<file path="src/rtl/ssrv_mem_arb_if.sv">
// ssrv_mem_arb_if -- bundle of the core-side and memory-side handshake signals
// around the shared-memory arbiter.
//   slave  : the arbiter's view (accepts the two core requests and drives the
//            single memory port)
//   master : the surrounding world's view (cores plus memory)
interface ssrv_mem_arb_if;
  // instruction fetch port
  logic        imem_req;
  logic        imem_cmd;
  logic [31:0] imem_addr;
  logic        imem_req_ack;
  logic [31:0] imem_rdata;
  logic [1:0]  imem_resp;

  // data port
  logic        dmem_req;
  logic        dmem_cmd;
  logic [1:0]  dmem_width;
  logic [31:0] dmem_addr;
  logic [31:0] dmem_wdata;
  logic        dmem_req_ack;
  logic [31:0] dmem_rdata;
  logic [1:0]  dmem_resp;

  // shared memory port
  logic        mem_req;
  logic        mem_cmd;
  logic [1:0]  mem_width;
  logic [31:0] mem_addr;
  logic [31:0] mem_wdata;
  logic        mem_req_ack;
  logic [31:0] mem_rdata;
  logic [1:0]  mem_resp;

  modport slave (
    input  imem_req, imem_cmd, imem_addr,
    output imem_req_ack, imem_rdata, imem_resp,
    input  dmem_req, dmem_cmd, dmem_width, dmem_addr, dmem_wdata,
    output dmem_req_ack, dmem_rdata, dmem_resp,
    output mem_req, mem_cmd, mem_width, mem_addr, mem_wdata,
    input  mem_req_ack, mem_rdata, mem_resp
  );

  modport master (
    output imem_req, imem_cmd, imem_addr,
    input  imem_req_ack, imem_rdata, imem_resp,
    output dmem_req, dmem_cmd, dmem_width, dmem_addr, dmem_wdata,
    input  dmem_req_ack, dmem_rdata, dmem_resp,
    input  mem_req, mem_cmd, mem_width, mem_addr, mem_wdata,
    output mem_req_ack, mem_rdata, mem_resp
  );
endinterface

</file>
<file path="src/rtl/ssrv_mem_arb.sv">
// ssrv_mem_arb -- arbitrates the instruction-fetch and data ports of the core
// onto one shared memory port, one transaction at a time.
//
// Flow: IDLE picks a winner and registers it in grant_q, REQ forwards the
// winner's request until the memory acks it (or the core withdraws it), RESP
// waits for the memory response or a timeout and hands it to the winner.
// Every transaction ends with one IDLE cycle before the next arbitration.
//
// Build option:
//   SSRV_ARB_RR_EN defined   -> a simultaneous request goes to the port that
//                               did not win last time (last_grant_q tracks it)
//   SSRV_ARB_RR_EN undefined -> dmem always wins a simultaneous request
//
// A reset in the middle of a transaction drops it without any core response.
module ssrv_mem_arb #(
  parameter int unsigned TIMEOUT_CYC = 255  // 1..255 cycles waited in RESP
) (
  input logic           clk,
  input logic           rst,
  ssrv_mem_arb_if.slave bus
);

  localparam logic       CMD_READ    = 1'b0;
  localparam logic [1:0] WIDTH_WORD  = 2'b10;
  localparam logic [1:0] RESP_IDLE   = 2'b00;
  localparam logic [1:0] RESP_RDY_ER = 2'b10;
  localparam logic [7:0] TIMEOUT_VAL = 8'(TIMEOUT_CYC);

  typedef enum logic [1:0] {
    ST_IDLE = 2'd0,
    ST_REQ  = 2'd1,
    ST_RESP = 2'd2
  } state_e;

  typedef enum logic {
    GNT_I = 1'b0,
    GNT_D = 1'b1
  } grant_e;

  state_e      state_q, state_d;
  grant_e      grant_q, grant_d;
  logic [7:0]  cnt_q, cnt_d;

  grant_e      winner;       // arbitration result for the current IDLE cycle
  logic        gnt_req;      // request line of the currently granted port
  logic        timeout;      // RESP has waited the full budget
  logic [1:0]  resp_out;     // response to hand to the granted port in RESP
  logic [31:0] rdata_out;    // data accompanying resp_out

  // imem is read-only with a fixed word width, so its cmd input carries no
  // information for the memory side.
  logic unused_imem_cmd;
  assign unused_imem_cmd = bus.imem_cmd;

`ifdef SSRV_ARB_RR_EN
  grant_e last_grant_q, last_grant_d;

  // Round-robin history: remembers which port won the most recent grant
  always_ff @(posedge clk) begin
    if (rst) begin
      last_grant_q <= GNT_D;
    end else begin
      last_grant_q <= last_grant_d;
    end
  end
`endif

  // Pick the winner among the currently asserted core requests
  always_comb begin
    winner = GNT_D;
    if (bus.imem_req && !bus.dmem_req) begin
      winner = GNT_I;
    end else if (!bus.imem_req && bus.dmem_req) begin
      winner = GNT_D;
    end else if (bus.imem_req && bus.dmem_req) begin
`ifdef SSRV_ARB_RR_EN
      winner = (last_grant_q == GNT_I) ? GNT_D : GNT_I;
`else
      winner = GNT_D;
`endif
    end
  end

  assign gnt_req = (grant_q == GNT_D) ? bus.dmem_req : bus.imem_req;
  assign timeout = (cnt_q == TIMEOUT_VAL);

  // Response seen by the granted port: a real memory response wins over the
  // timeout if both happen in the same cycle.
  always_comb begin
    resp_out  = RESP_IDLE;
    rdata_out = 32'h0;
    if (bus.mem_resp != RESP_IDLE) begin
      resp_out  = bus.mem_resp;
      rdata_out = bus.mem_rdata;
    end else if (timeout) begin
      resp_out  = RESP_RDY_ER;
      rdata_out = 32'h0;
    end
  end

  // State, grant and timeout-counter registers
  always_ff @(posedge clk) begin
    if (rst) begin
      state_q <= ST_IDLE;
      grant_q <= GNT_D;
      cnt_q   <= 8'h0;
    end else begin
      state_q <= state_d;
      grant_q <= grant_d;
      cnt_q   <= cnt_d;
    end
  end

  // Next-state logic: arbitration, request hand-off and response wait
  always_comb begin
    state_d = state_q;
    grant_d = grant_q;
    cnt_d   = cnt_q;
`ifdef SSRV_ARB_RR_EN
    last_grant_d = last_grant_q;
`endif
    case (state_q)
      ST_IDLE: begin
        if (bus.imem_req || bus.dmem_req) begin
          grant_d = winner;
`ifdef SSRV_ARB_RR_EN
          last_grant_d = winner;
`endif
          state_d = ST_REQ;
        end
      end
      ST_REQ: begin
        if (!gnt_req) begin
          // core withdrew before the memory accepted: nothing outstanding
          state_d = ST_IDLE;
        end else if (bus.mem_req_ack) begin
          state_d = ST_RESP;
          cnt_d   = 8'h0;
        end
      end
      ST_RESP: begin
        if ((bus.mem_resp != RESP_IDLE) || timeout) begin
          state_d = ST_IDLE;
        end else begin
          cnt_d = cnt_q + 8'h1;
        end
      end
      default: begin
        state_d = ST_IDLE;
      end
    endcase
  end

  // Output steering: memory port in REQ, response routing in RESP;
  // everything is held at zero/IDLE while reset is asserted.
  always_comb begin
    bus.imem_req_ack = 1'b0;
    bus.imem_rdata   = 32'h0;
    bus.imem_resp    = RESP_IDLE;
    bus.dmem_req_ack = 1'b0;
    bus.dmem_rdata   = 32'h0;
    bus.dmem_resp    = RESP_IDLE;
    bus.mem_req      = 1'b0;
    bus.mem_cmd      = CMD_READ;
    bus.mem_width    = 2'b00;
    bus.mem_addr     = 32'h0;
    bus.mem_wdata    = 32'h0;
    if (!rst) begin
      case (state_q)
        ST_REQ: begin
          bus.mem_req = gnt_req;
          if (grant_q == GNT_D) begin
            bus.mem_cmd      = bus.dmem_cmd;
            bus.mem_width    = bus.dmem_width;
            bus.mem_addr     = bus.dmem_addr;
            bus.mem_wdata    = bus.dmem_wdata;
            bus.dmem_req_ack = bus.mem_req_ack;
          end else begin
            bus.mem_cmd      = CMD_READ;
            bus.mem_width    = WIDTH_WORD;
            bus.mem_addr     = bus.imem_addr;
            bus.mem_wdata    = 32'h0;
            bus.imem_req_ack = bus.mem_req_ack;
          end
        end
        ST_RESP: begin
          if (grant_q == GNT_D) begin
            bus.dmem_resp  = resp_out;
            bus.dmem_rdata = rdata_out;
          end else begin
            bus.imem_resp  = resp_out;
            bus.imem_rdata = rdata_out;
          end
        end
        default: begin
        end
      endcase
    end
  end

endmodule

</file>
<file path="src/flat_wrapper.sv">
// flat-port wrapper written by rule: the top's interface ports become plain ports
module ssrv_mem_arb_flat 
#(
  parameter int unsigned TIMEOUT_CYC = 255                                 
)
  (clk, rst, bus_imem_req, bus_imem_cmd, bus_imem_addr, bus_imem_req_ack, bus_imem_rdata, bus_imem_resp, bus_dmem_req, bus_dmem_cmd, bus_dmem_width, bus_dmem_addr, bus_dmem_wdata, bus_dmem_req_ack, bus_dmem_rdata, bus_dmem_resp, bus_mem_req, bus_mem_cmd, bus_mem_width, bus_mem_addr, bus_mem_wdata, bus_mem_req_ack, bus_mem_rdata, bus_mem_resp);
  ssrv_mem_arb_if bus_i ();
  input logic clk;
  input logic rst;
  input wire logic [$bits(bus_i.imem_req)-1:0] bus_imem_req;
  input wire logic [$bits(bus_i.imem_cmd)-1:0] bus_imem_cmd;
  input wire logic [$bits(bus_i.imem_addr)-1:0] bus_imem_addr;
  output wire logic [$bits(bus_i.imem_req_ack)-1:0] bus_imem_req_ack;
  output wire logic [$bits(bus_i.imem_rdata)-1:0] bus_imem_rdata;
  output wire logic [$bits(bus_i.imem_resp)-1:0] bus_imem_resp;
  input wire logic [$bits(bus_i.dmem_req)-1:0] bus_dmem_req;
  input wire logic [$bits(bus_i.dmem_cmd)-1:0] bus_dmem_cmd;
  input wire logic [$bits(bus_i.dmem_width)-1:0] bus_dmem_width;
  input wire logic [$bits(bus_i.dmem_addr)-1:0] bus_dmem_addr;
  input wire logic [$bits(bus_i.dmem_wdata)-1:0] bus_dmem_wdata;
  output wire logic [$bits(bus_i.dmem_req_ack)-1:0] bus_dmem_req_ack;
  output wire logic [$bits(bus_i.dmem_rdata)-1:0] bus_dmem_rdata;
  output wire logic [$bits(bus_i.dmem_resp)-1:0] bus_dmem_resp;
  output wire logic [$bits(bus_i.mem_req)-1:0] bus_mem_req;
  output wire logic [$bits(bus_i.mem_cmd)-1:0] bus_mem_cmd;
  output wire logic [$bits(bus_i.mem_width)-1:0] bus_mem_width;
  output wire logic [$bits(bus_i.mem_addr)-1:0] bus_mem_addr;
  output wire logic [$bits(bus_i.mem_wdata)-1:0] bus_mem_wdata;
  input wire logic [$bits(bus_i.mem_req_ack)-1:0] bus_mem_req_ack;
  input wire logic [$bits(bus_i.mem_rdata)-1:0] bus_mem_rdata;
  input wire logic [$bits(bus_i.mem_resp)-1:0] bus_mem_resp;
  assign bus_i.imem_req = bus_imem_req;
  assign bus_i.imem_cmd = bus_imem_cmd;
  assign bus_i.imem_addr = bus_imem_addr;
  assign bus_imem_req_ack = bus_i.imem_req_ack;
  assign bus_imem_rdata = bus_i.imem_rdata;
  assign bus_imem_resp = bus_i.imem_resp;
  assign bus_i.dmem_req = bus_dmem_req;
  assign bus_i.dmem_cmd = bus_dmem_cmd;
  assign bus_i.dmem_width = bus_dmem_width;
  assign bus_i.dmem_addr = bus_dmem_addr;
  assign bus_i.dmem_wdata = bus_dmem_wdata;
  assign bus_dmem_req_ack = bus_i.dmem_req_ack;
  assign bus_dmem_rdata = bus_i.dmem_rdata;
  assign bus_dmem_resp = bus_i.dmem_resp;
  assign bus_mem_req = bus_i.mem_req;
  assign bus_mem_cmd = bus_i.mem_cmd;
  assign bus_mem_width = bus_i.mem_width;
  assign bus_mem_addr = bus_i.mem_addr;
  assign bus_mem_wdata = bus_i.mem_wdata;
  assign bus_i.mem_req_ack = bus_mem_req_ack;
  assign bus_i.mem_rdata = bus_mem_rdata;
  assign bus_i.mem_resp = bus_mem_resp;
  ssrv_mem_arb #(.TIMEOUT_CYC(TIMEOUT_CYC)) u_core (.clk(clk), .rst(rst), .bus(bus_i));
endmodule
</file>
<file path="config.mk">
export PLATFORM = sky130hd
export DESIGN_NAME = ssrv_mem_arb_flat
export DESIGN_NICKNAME = d
export VERILOG_FILES = /design/src/rtl/ssrv_mem_arb_if.sv /design/src/rtl/ssrv_mem_arb.sv /design/src/flat_wrapper.sv
export SDC_FILE = /design/constraint.sdc
export NUM_CORES = 1
export LEC_CHECK = 0
export BUFFER_PORTS_ARGS = -buffer_cell sky130_fd_sc_hd__clkbuf_2
export CORE_AREA = 2 2 107 109
export CTS_CLUSTER_DIAMETER = 120
export DETAILED_ROUTE_END_ITERATION = 8
export DIE_AREA = 0 0 109 111
export PLACE_DENSITY_LB_ADDON = 0.08
export SETUP_SLACK_MARGIN = 0.2
export SYNTH_ARGS = -nofsm -noshare
export SYNTH_HDL_FRONTEND = slang
export SYNTH_SLANG_ARGS = --single-unit
</file>
<file path="constraint.sdc">
create_clock -name clk -period 2.07 [get_ports clk]
set_input_delay 0 -clock clk [delete_from_list [all_inputs] [get_ports clk]]
set_output_delay 0 -clock clk [all_outputs]
set_load 0.02 [all_outputs]
</file>
======== Word-level counts from Yosys, hierarchy flattened ========
Cells that the tools add are included.
storage, ports and cells
  output and inout port bits .............. 138
  input bits .............................. 139
  bits in writable memories ............... 0
  bits in registers ....................... 11
  word-level logic and storage cells ...... 69
  bits in latches ......................... 0
  memories kept ........................... 0
  bits in read-only memories .............. 0
cells by class
  add/subtract/negate cells ............... 1
  muxes and demuxes ....................... 46
  eq/ne operators ......................... 9
  order comparisons ....................... 0
  div/mod/pow operators ................... 0
  multipliers ............................. 0
  reductions and logical operators ........ 10
  shift operators ......................... 0
  bitwise gates (word level) .............. 0
operators by type and width
  kind                                                                   number
  32-bit 2-to-1 mux                                                      13
  2-bit 2-to-1 mux                                                       15
  8-bit 2-to-1 mux                                                       3
  8-bit one-hot mux with 2 select lines                                  1
  1-bit 2-to-1 mux                                                       13
  8-bit by 1-bit adder with 8-bit output, second input constant          1
  8-bit equality test, second input constant                             1
  2-bit by 1-bit != test with 1-bit output, second input constant        3
  2-bit one-hot mux with 3 select lines                                  1
  2-bit != test, second input constant                                   2
  4-bit AND reduction                                                    1
  2-bit nonzero test                                                     2
  3-bit != test, second input constant                                   1
  3-bit AND reduction                                                    1
  2-bit by 1-bit equality test with 1-bit output, second input constant  1
  2-bit equality test, second input constant                             1
  2-bit zero test                                                        1
  1-bit logical OR                                                       2
  2-bit AND reduction                                                    1
  1-bit logical AND                                                      1
  1-bit zero test                                                        1

======== Longest topological paths before layout ========
Gate-level depths: netlist of run 1.
  word-level depth ........................ 6
  depth in mapped cells ................... 5
  mapped depth without buffers ............ 5

======== Worst setup path before layout of run 1 ========
OpenSTA, ideal clock, no wires.
  path kind ............................... reg2reg
  start point ............................. reg u_core.cnt_q[0]
  end point ............................... reg u_core.cnt_q[0]
  setup time .............................. 0.086 ns
  required time ........................... 1.984 ns
  stages on the path, launching flop included .. 6
  buffers on the path ..................... 0
  clock period less this slack ............ 1.499 ns
  slack ................................... 0.571 ns
  arrival time ............................ 1.414 ns
  cells stage by stage .................... dfxtp_1 ha_1 nand3_1 nor3_2 nor2_1 a211oi_1
between the ends
  longest elaborated chain between the ends .. 4
  elaborated cells on any way between the ends .. 7
  those cells by class .................... 1 x add/sub; 2 x eq/ne; 2 x mux; 2 x reduce/logical
RTL lines
  element                                                                         RTL line             source
  start, declared                                                                 ssrv_mem_arb.sv:42   logic [7:0] cnt_q, cnt_d;
  start signal, assigned                                                          ssrv_mem_arb.sv:110  cnt_q <= cnt_d;
  branches (longest 4 deep; another with 8-bit by 1-bit adder with 8-bit output)  -
Several ways; the timed one is not identified. The select of a mux whose other input is x is not followed.
A chain may end at the register's enable or synchronous reset.

======== Worst setup path in the final report of run 1 ========
  start point ............................. reg u_core.state_q[1]
  end point ............................... out bus_imem_rdata[16]
between the ends
  longest elaborated chain between the ends .. 3
RTL lines
  element                 RTL line             source
  start, declared         ssrv_mem_arb.sv:40   state_e state_q, state_d;
  start signal, assigned  ssrv_mem_arb.sv:108  state_q <= state_d;
  2-bit equality test     ssrv_mem_arb.sv:169  case (state_q)
  32-bit 2-to-1 mux       ssrv_mem_arb.sv:169
  32-bit 2-to-1 mux       ssrv_mem_arb.sv:168  if (!rst) begin
  end, declared           flat_wrapper.sv:14   output wire logic [$bits(bus_i.imem_rdata)-1:0] bus_imem_rdata;
Every way passes these cells.

==> metrics.yaml, run 1 <==
syn_to_final_growth_pct: 90.6
cp.arrival_ns: 1.73
wl_per_cell_um: 13.2
yosysWarnings: 0
clock-root-buffer: "clkbuf_16"
critPathMaxFanout: 34
cts_num_sinks: 11
cp.required_ns: 2.07
max_stage_delay_ns: 0.47
hold_path_class: "input port to flop"
synth-compound-area-share_pct: 9.00
yosysSeqAreaShare_pct: 12.4
io_buffers: 275
core_mm2: 0.0111
cts_tree: "done"
nFillCells: 1266
fin_tns_setup_ns: 0
cts_buffers: 3
fin_crit_sh_pct: 83.6
ios: 277
drt_iter0_markers: 123
place_congestion: 0.788
nNetsFinal: 708
layout_min_cycle_time_ns: 1.73
setup_viol: 0
cp_slowest_cell: "dfxtp_1"
final_cell_mix: "275 x clkbuf_2, 108 x nor2_1, 38 x nand2_1"
r2r-end: "u_core.cnt_q[1]$_SDFFE_PP0P_"
holdBufCountCts: 0
synth_top_area_share_pct: 22.8
final_common_cell: "clkbuf_2"
power_leakage_nw: 2.24
htreeDepth: 1
cp-start-kind: "flop"
grt_usage_pct: 14.6
cp-end-kind: "output port"
drive_gt1_share_pct: 51.0
antenna_cells: 0
drv_slew: 0
grt_max_degree: 71
grt_pass1_vias: 2819
grt_first_pass_wirelength_um: 14300
rr_startpoint: "u_core.state_q[1]$_SDFFE_PP0P_"
synth_nets: 447
finalPower_mw: 1.11
synth_xor_area_share_pct: 0
path_class: "flop to output port"
vias_per_cell: 4.24
synth_area_leaders: "nor2_1 23%, mux2i_1 19%, dfxtp_1 12%"
dieArea_mm2: 0.0121
reg2regPathDepth: 4
synth_fa_ha_area_share_pct: 0.703
vias: 3009
dieWidth_um: 109
hold_violations: 0
ir_worst_vdd_mv: 0.246
clk_latency_ns: 0.24
path_clk_slew_ns: 0.04
synth_seq_cells: 11
routed_wl_um: 9360
worst_pin_slew_ns: 0.521
die_h_um: 111
place_hpwl_um: 7770
syn_inst: 307
start_util_pct: 16.1
synth_top_family_by_area: "simple AND/OR/NAND/NOR gates"
status: "finished, final reports clean"
fin_worst_skew_ns: 0.00375
rows: 39
post_cts_buffers: 0
fmax_ghz: 0.578
synth.distinct_cells: 34
cts_buffer_depth: 2
firstDrtPassIters: 4
rrSetupSlack_ns: 0.37
syn_area_mm2: 0.00178
synth_mux_area_share_pct: 18.6
grt.overflow.total: 0
post-synth-top-area-cell: "nor2_1"
antenna_found_initial: 0
drcViolationCount: 0
path_cells: "nand2b_4, or3_1, buf_4, nor2_1, clkbuf_2"
yosys.area_share.simple_pct: 52.8
maxSlewHeadroom_pct: 65.3
crit_end: "bus_imem_rdata[16]"
power_density_mw_per_mm2: 328
finish.instance_area_mm2: 0.00339
rsz0062_at_grt: "true"
maxCapViolations: 0
crit_start: "u_core.state_q[1]$_SDFFE_PP0P_"
syn_area_per_cell_um2: 5.80
detailed_place.area_mm2: 0.00330
ant_nets: 0
## cells by family after synthesis
group,after synthesis
muxes,33
AOI/OAI and AO/OA,25
adders and majority gates,1
and+or+nand+nor,208
buffers and inverters,29
DFF,11
## metrics by stage
stage / util [%] / cells / setup slack [ns] / hold slack [ns]
floorplan: - / 307 / 0.571 / 0.140
global placement: 29.8 / 706 / 0.463 / 0.276
detailed placement: 29.8 / 706 / 0.405 / 0.272
CTS: 30.5 / 710 / 0.272 / 0.0276
global route: 30.6 / 710 / 0.172 / 0.0466
finish: 30.6 / 710 / 0.339 / 0.0271
## cell usage after synthesis
cell	count
o21a_1	3
buf_1	2
or2_1	1
nand3_1	4
dfxtp_1	11
and3_1	35
nor2b_1	3
or4_1	2
nor4_1	2
a221o_1	1
nor3_2	1
nand2_1	38
a211oi_1	2
nor2_1	108
o22a_1	1
buf_6	1
nand4_1	2
nor3_1	3
a31oi_1	4
o211ai_1	2
and3b_1	1
ha_1	1
buf_2	1
a21oi_1	4
o21ai_0	7
or2_0	1
o2bb2ai_1	1
nor4b_1	1
mux2i_1	33
nor3b_1	1
nand2b_1	3
clkbuf_1	23
inv_1	2
or3_1	2
## state kept, by name (all words and copies together) (netlist names)
| register | flops |
|---|---|
| u_core.grant_q | 1 |
| u_core.state_q | 2 |
| u_core.cnt_q | 8 |
## routing by layer
| layer | routed length, um | GRT usage, % | share of wire (%) | up-vias |
|---|---|---|---|---|
| li1 | - | - | - | 1555 |
| met4 | 131 | 2.82 | 1.4 | 0 |
| met5 | 0 | 0 | 0 | - |
| met1 | 3520 | 16.0 | 38 | 1311 |
| met3 | 875 | 4.41 | 9.3 | 8 |
| met2 | 4840 | 27.3 | 52 | 135 |
## critical path: cells and delay by family, from the launching register on
| kind | cells | cell delay (ns) |
|---|---|---|
| and+or+nand+nor | 3 | 0.58 |
| DFF | 1 | 0.47 |
| buffers and inverters | 2 | 0.44 |
## what timing repair did
action                                 in CTS  in global routing
setup endpoints to repair                   0                 58
resized for setup                           0                  3
endpoints found under the hold margin       0                  0
## cell type report
cell class / count / area [um^2] / share of cell area [%]
flip-flops and latches: 11 / 221 / 6.53
clock buffers: 4 / 78.8 / 2.32
multi-input cells: 267 / 1450 / 42.7
repair buffers: 283 / 1460 / 42.9
inverters: 2 / 7.51 / 0.221
well taps: 143 / 179 / 5.27
## how the worst min path moves through the flow
stage / start / to / depth (start not counted)
2_1_floorplan: bus_dmem_req / u_core.grant_q$_SDFFE_PP1P_ / 1
3_3_place_gp: bus_dmem_req / u_core.grant_q$_SDFFE_PP1P_ / 2
3_5_place_dp: bus_dmem_req / u_core.grant_q$_SDFFE_PP1P_ / 2
4_1_cts: bus_dmem_req / u_core.grant_q$_SDFFE_PP1P_ / 2
5_1_grt: bus_dmem_req / u_core.grant_q$_SDFFE_PP1P_ / 2
6_report: bus_dmem_req / u_core.grant_q$_SDFFE_PP1P_ / 2
## report_power, final
| group | internal, mW | total (mW) | switching (mW) | leakage, nW |
|---|---|---|---|---|
| Sequential | 0.218 | 0.226 | 0.00852 | 0.0888 |
| Combinational | 0.233 | 0.533 | 0.299 | 2.11 |
| Clock | 0.259 | 0.354 | 0.0954 | 0.0382 |
| Total | 0.710 | 1.11 | 0.403 | 2.24 |
No activity file was read; power rests on OpenSTA's default activity.
==> run 2: changes to the inputs <==
==> constraint.sdc (replaced) <==
create_clock -name clk -period 1.6 [get_ports clk]
set_input_delay 0 -clock clk [delete_from_list [all_inputs] [get_ports clk]]
set_output_delay 0 -clock clk [all_outputs]
set_load 0.02 [all_outputs]
==> run 2 against run 1 <==
Critical endpoint is now bus_mem_wdata[8]. Highest routed layer unchanged. Setup slack got worse by 0.31 ns. Routed wire length increased by 26%. Final cell count increased by 5.4%.
==> metrics.yaml, run 2 (synthesized netlist as in run 1, its figures left out) <==
status: "finished, final reports clean"
drcViolationCount: 0  # unchanged
layout_min_cycle_time_ns: 1.57
rows: 39  # unchanged
dieArea_mm2: 0.0121  # unchanged
cp.required_ns: 1.60  # -0.47 ns
firstDrtPassIters: 4  # unchanged
cp.arrival_ns: 1.57  # -0.16 ns
rr_startpoint: "u_core.state_q[0]$_SDFFE_PP0P_"
r2r-end: "u_core.cnt_q[1]$_SDFFE_PP0P_"
reg2regPathDepth: 5  # +1
htreeDepth: 1  # unchanged
maxCapViolations: 0  # unchanged
clock-root-buffer: "clkbuf_16"
dp_slack_ns: 0.0217  # -0.383 ns
largest-register: "u_core.cnt_q"
place_congestion: 0.812  # +3.0%
maxSlewHeadroom_pct: 71.8  # +6.6 points
hold_violations: 0  # unchanged
power_density_mw_per_mm2: 366  # +11%
max_stage_delay_ns: 0.37  # -0.10 ns
hold_path_class: "input port to flop"
die_h_um: 111  # unchanged
power_leakage_nw: 2.70  # +21%
fmax_ghz: 0.638
ir_worst_vdd_mv: 0.338  # +37%
cts_tree: "done"
antenna_cells: 0  # unchanged
path_class: "flop to output port"
cp-end-kind: "output port"
grt_usage_pct: 16.0  # +1.4 points
rsz0062_at_grt: "true"
cp_slowest_cell: "dfxtp_4"
cts_buffers: 3  # unchanged
routed_wl_um: 11800  # +26%
top_regs: "u_core.cnt_q (8), u_core.state_q (2), u_core.grant_q (1)"
setup_viol: 0  # unchanged
largest_register_ffs: 8  # unchanged
cts_num_sinks: 11  # unchanged
nNetsFinal: 746  # +5.4%
path_cells: "nor2b_4, nor2b_4, clkbuf_16, and3_1, clkbuf_2"
setup_ws_ns: 0.0328  # -0.306 ns
antenna_found_initial: 0  # unchanged
vias_per_cell: 4.44  # +4.9%
nFillCells: 1086  # -14%
core_mm2: 0.0111  # unchanged
final_common_cell: "clkbuf_2"
cp-start-kind: "flop"
grt.overflow.total: 0  # unchanged
rrSetupSlack_ns: 0.11  # -0.26 ns
grt_first_pass_wirelength_um: 15300  # +7.6%
cts_buffer_depth: 2  # unchanged
place_hpwl_um: 8000  # +2.9%
grt_max_degree: 71  # unchanged
ios: 277  # unchanged
grt_pass1_vias: 3039  # +7.8%
clk_latency_ns: 0.24  # about the same
finalPower_mw: 1.87  # +68%
hold_path_depth: 2  # unchanged
wl_per_cell_um: 15.8  # +20%
start_util_pct: 16.1  # unchanged
syn_to_final_growth_pct: 186
critPathMaxFanout: 17  # -50%
vias: 3324  # +10%
io_buffers: 275  # unchanged
path_clk_slew_ns: 0.04  # about the same
crit_top_cell: "nor2b_4"
drt_iter0_markers: 129  # +4.9%
drive_gt1_share_pct: 68.9  # +18 points
crit_end: "bus_mem_wdata[8]"
dieWidth_um: 109  # unchanged
worst_pin_slew_ns: 0.422  # -0.0988 ns
crit_start: "u_core.state_q[1]$_SDFFE_PP0P_"
fin_worst_skew_ns: 0.00251  # -0.00125 ns
final_cell_mix: "144 x clkbuf_2, 72 x buf_6, 70 x buf_4"
drv_slew: 0  # unchanged
ant_nets: 0  # unchanged
fin_crit_sh_pct: 98.0
holdWs_ns: 0.0317  # +0.00463 ns
==> run 2: cell count changes in the layout (fill, tap and decap cells not counted), sizes merged <==
cell    before  now
clkbuf     279  158
buf          8  167
==> run 2: layout make-up <==
cell class / count / area (um^2) / share of cell area [%]
flip-flops and latches: 11 / 233 / 4.56
clock buffers: 4 / 78.8 / 1.55
repair buffers: 321 / 2630 / 51.5
multi-input cells: 267 / 1970 / 38.7
inverters: 2 / 7.51 / 0.147
well taps: 143 / 179 / 3.51
==> run 2: per-layer routing <==
metal | GRT usage [%] | vias to the layer above | wire length [um]
met2 | 30.6 | 175 | 6380
met5 | 0 | - | 0
met4 | 3.59 | 0 | 142
li1 | - | 1639 | -
met3 | 3.41 | 13 | 1020
met1 | 17.6 | 1497 | 4280
==> run 2: power breakdown <==
part | internal [mW] | total [mW] | switching, mW | leakage, nW
clock | 0.335 | 0.459 | 0.124 | 0.0382
sequential | 0.281 | 0.296 | 0.0153 | 0.0910
combinational | 0.549 | 1.11 | 0.560 | 2.57
==> run 2: through the flow <==
step	utilization [%]	instance area, um^2	TNS [ns]	instances
floorplan	-	1800	0	307
finish	46.0	5100	0	748
global placement	30.9	3420	0	716
global route	46.0	5100	-0.349	748
CTS	36.2	4010	0	731
detailed placement	30.9	3420	0	716
==> run 2: worst min-delay path by stage <==
stage                             from                     endpoint  slack (ns)
after detailed placement  bus_dmem_req  u_core.grant_q$_SDFFE_PP1P_        0.28
final                     bus_dmem_req  u_core.grant_q$_SDFFE_PP1P_        0.03
after floorplan           bus_dmem_req  u_core.grant_q$_SDFFE_PP1P_        0.14
after global placement    bus_dmem_req  u_core.grant_q$_SDFFE_PP1P_        0.28
after CTS                 bus_dmem_req  u_core.grant_q$_SDFFE_PP1P_        0.04
after global routing      bus_dmem_req  u_core.grant_q$_SDFFE_PP1P_        0.06
==> run 2: repair_timing <==
action | in CTS | in global routing
pin swaps | 6 | 48
setup endpoints to repair | 145 | 146
gates cloned | 3 | 8
hold buffers | 0 | 0
gates resized for setup | 114 | 373
setup buffers | 8 | 9
==> run 2: critical path, delay by kind of cell (launching register included) <==
kind	cells	cell delay, ns
and+or+nand+nor	3	0.58
DFF	1	0.37
buffers and inverters	2	0.37
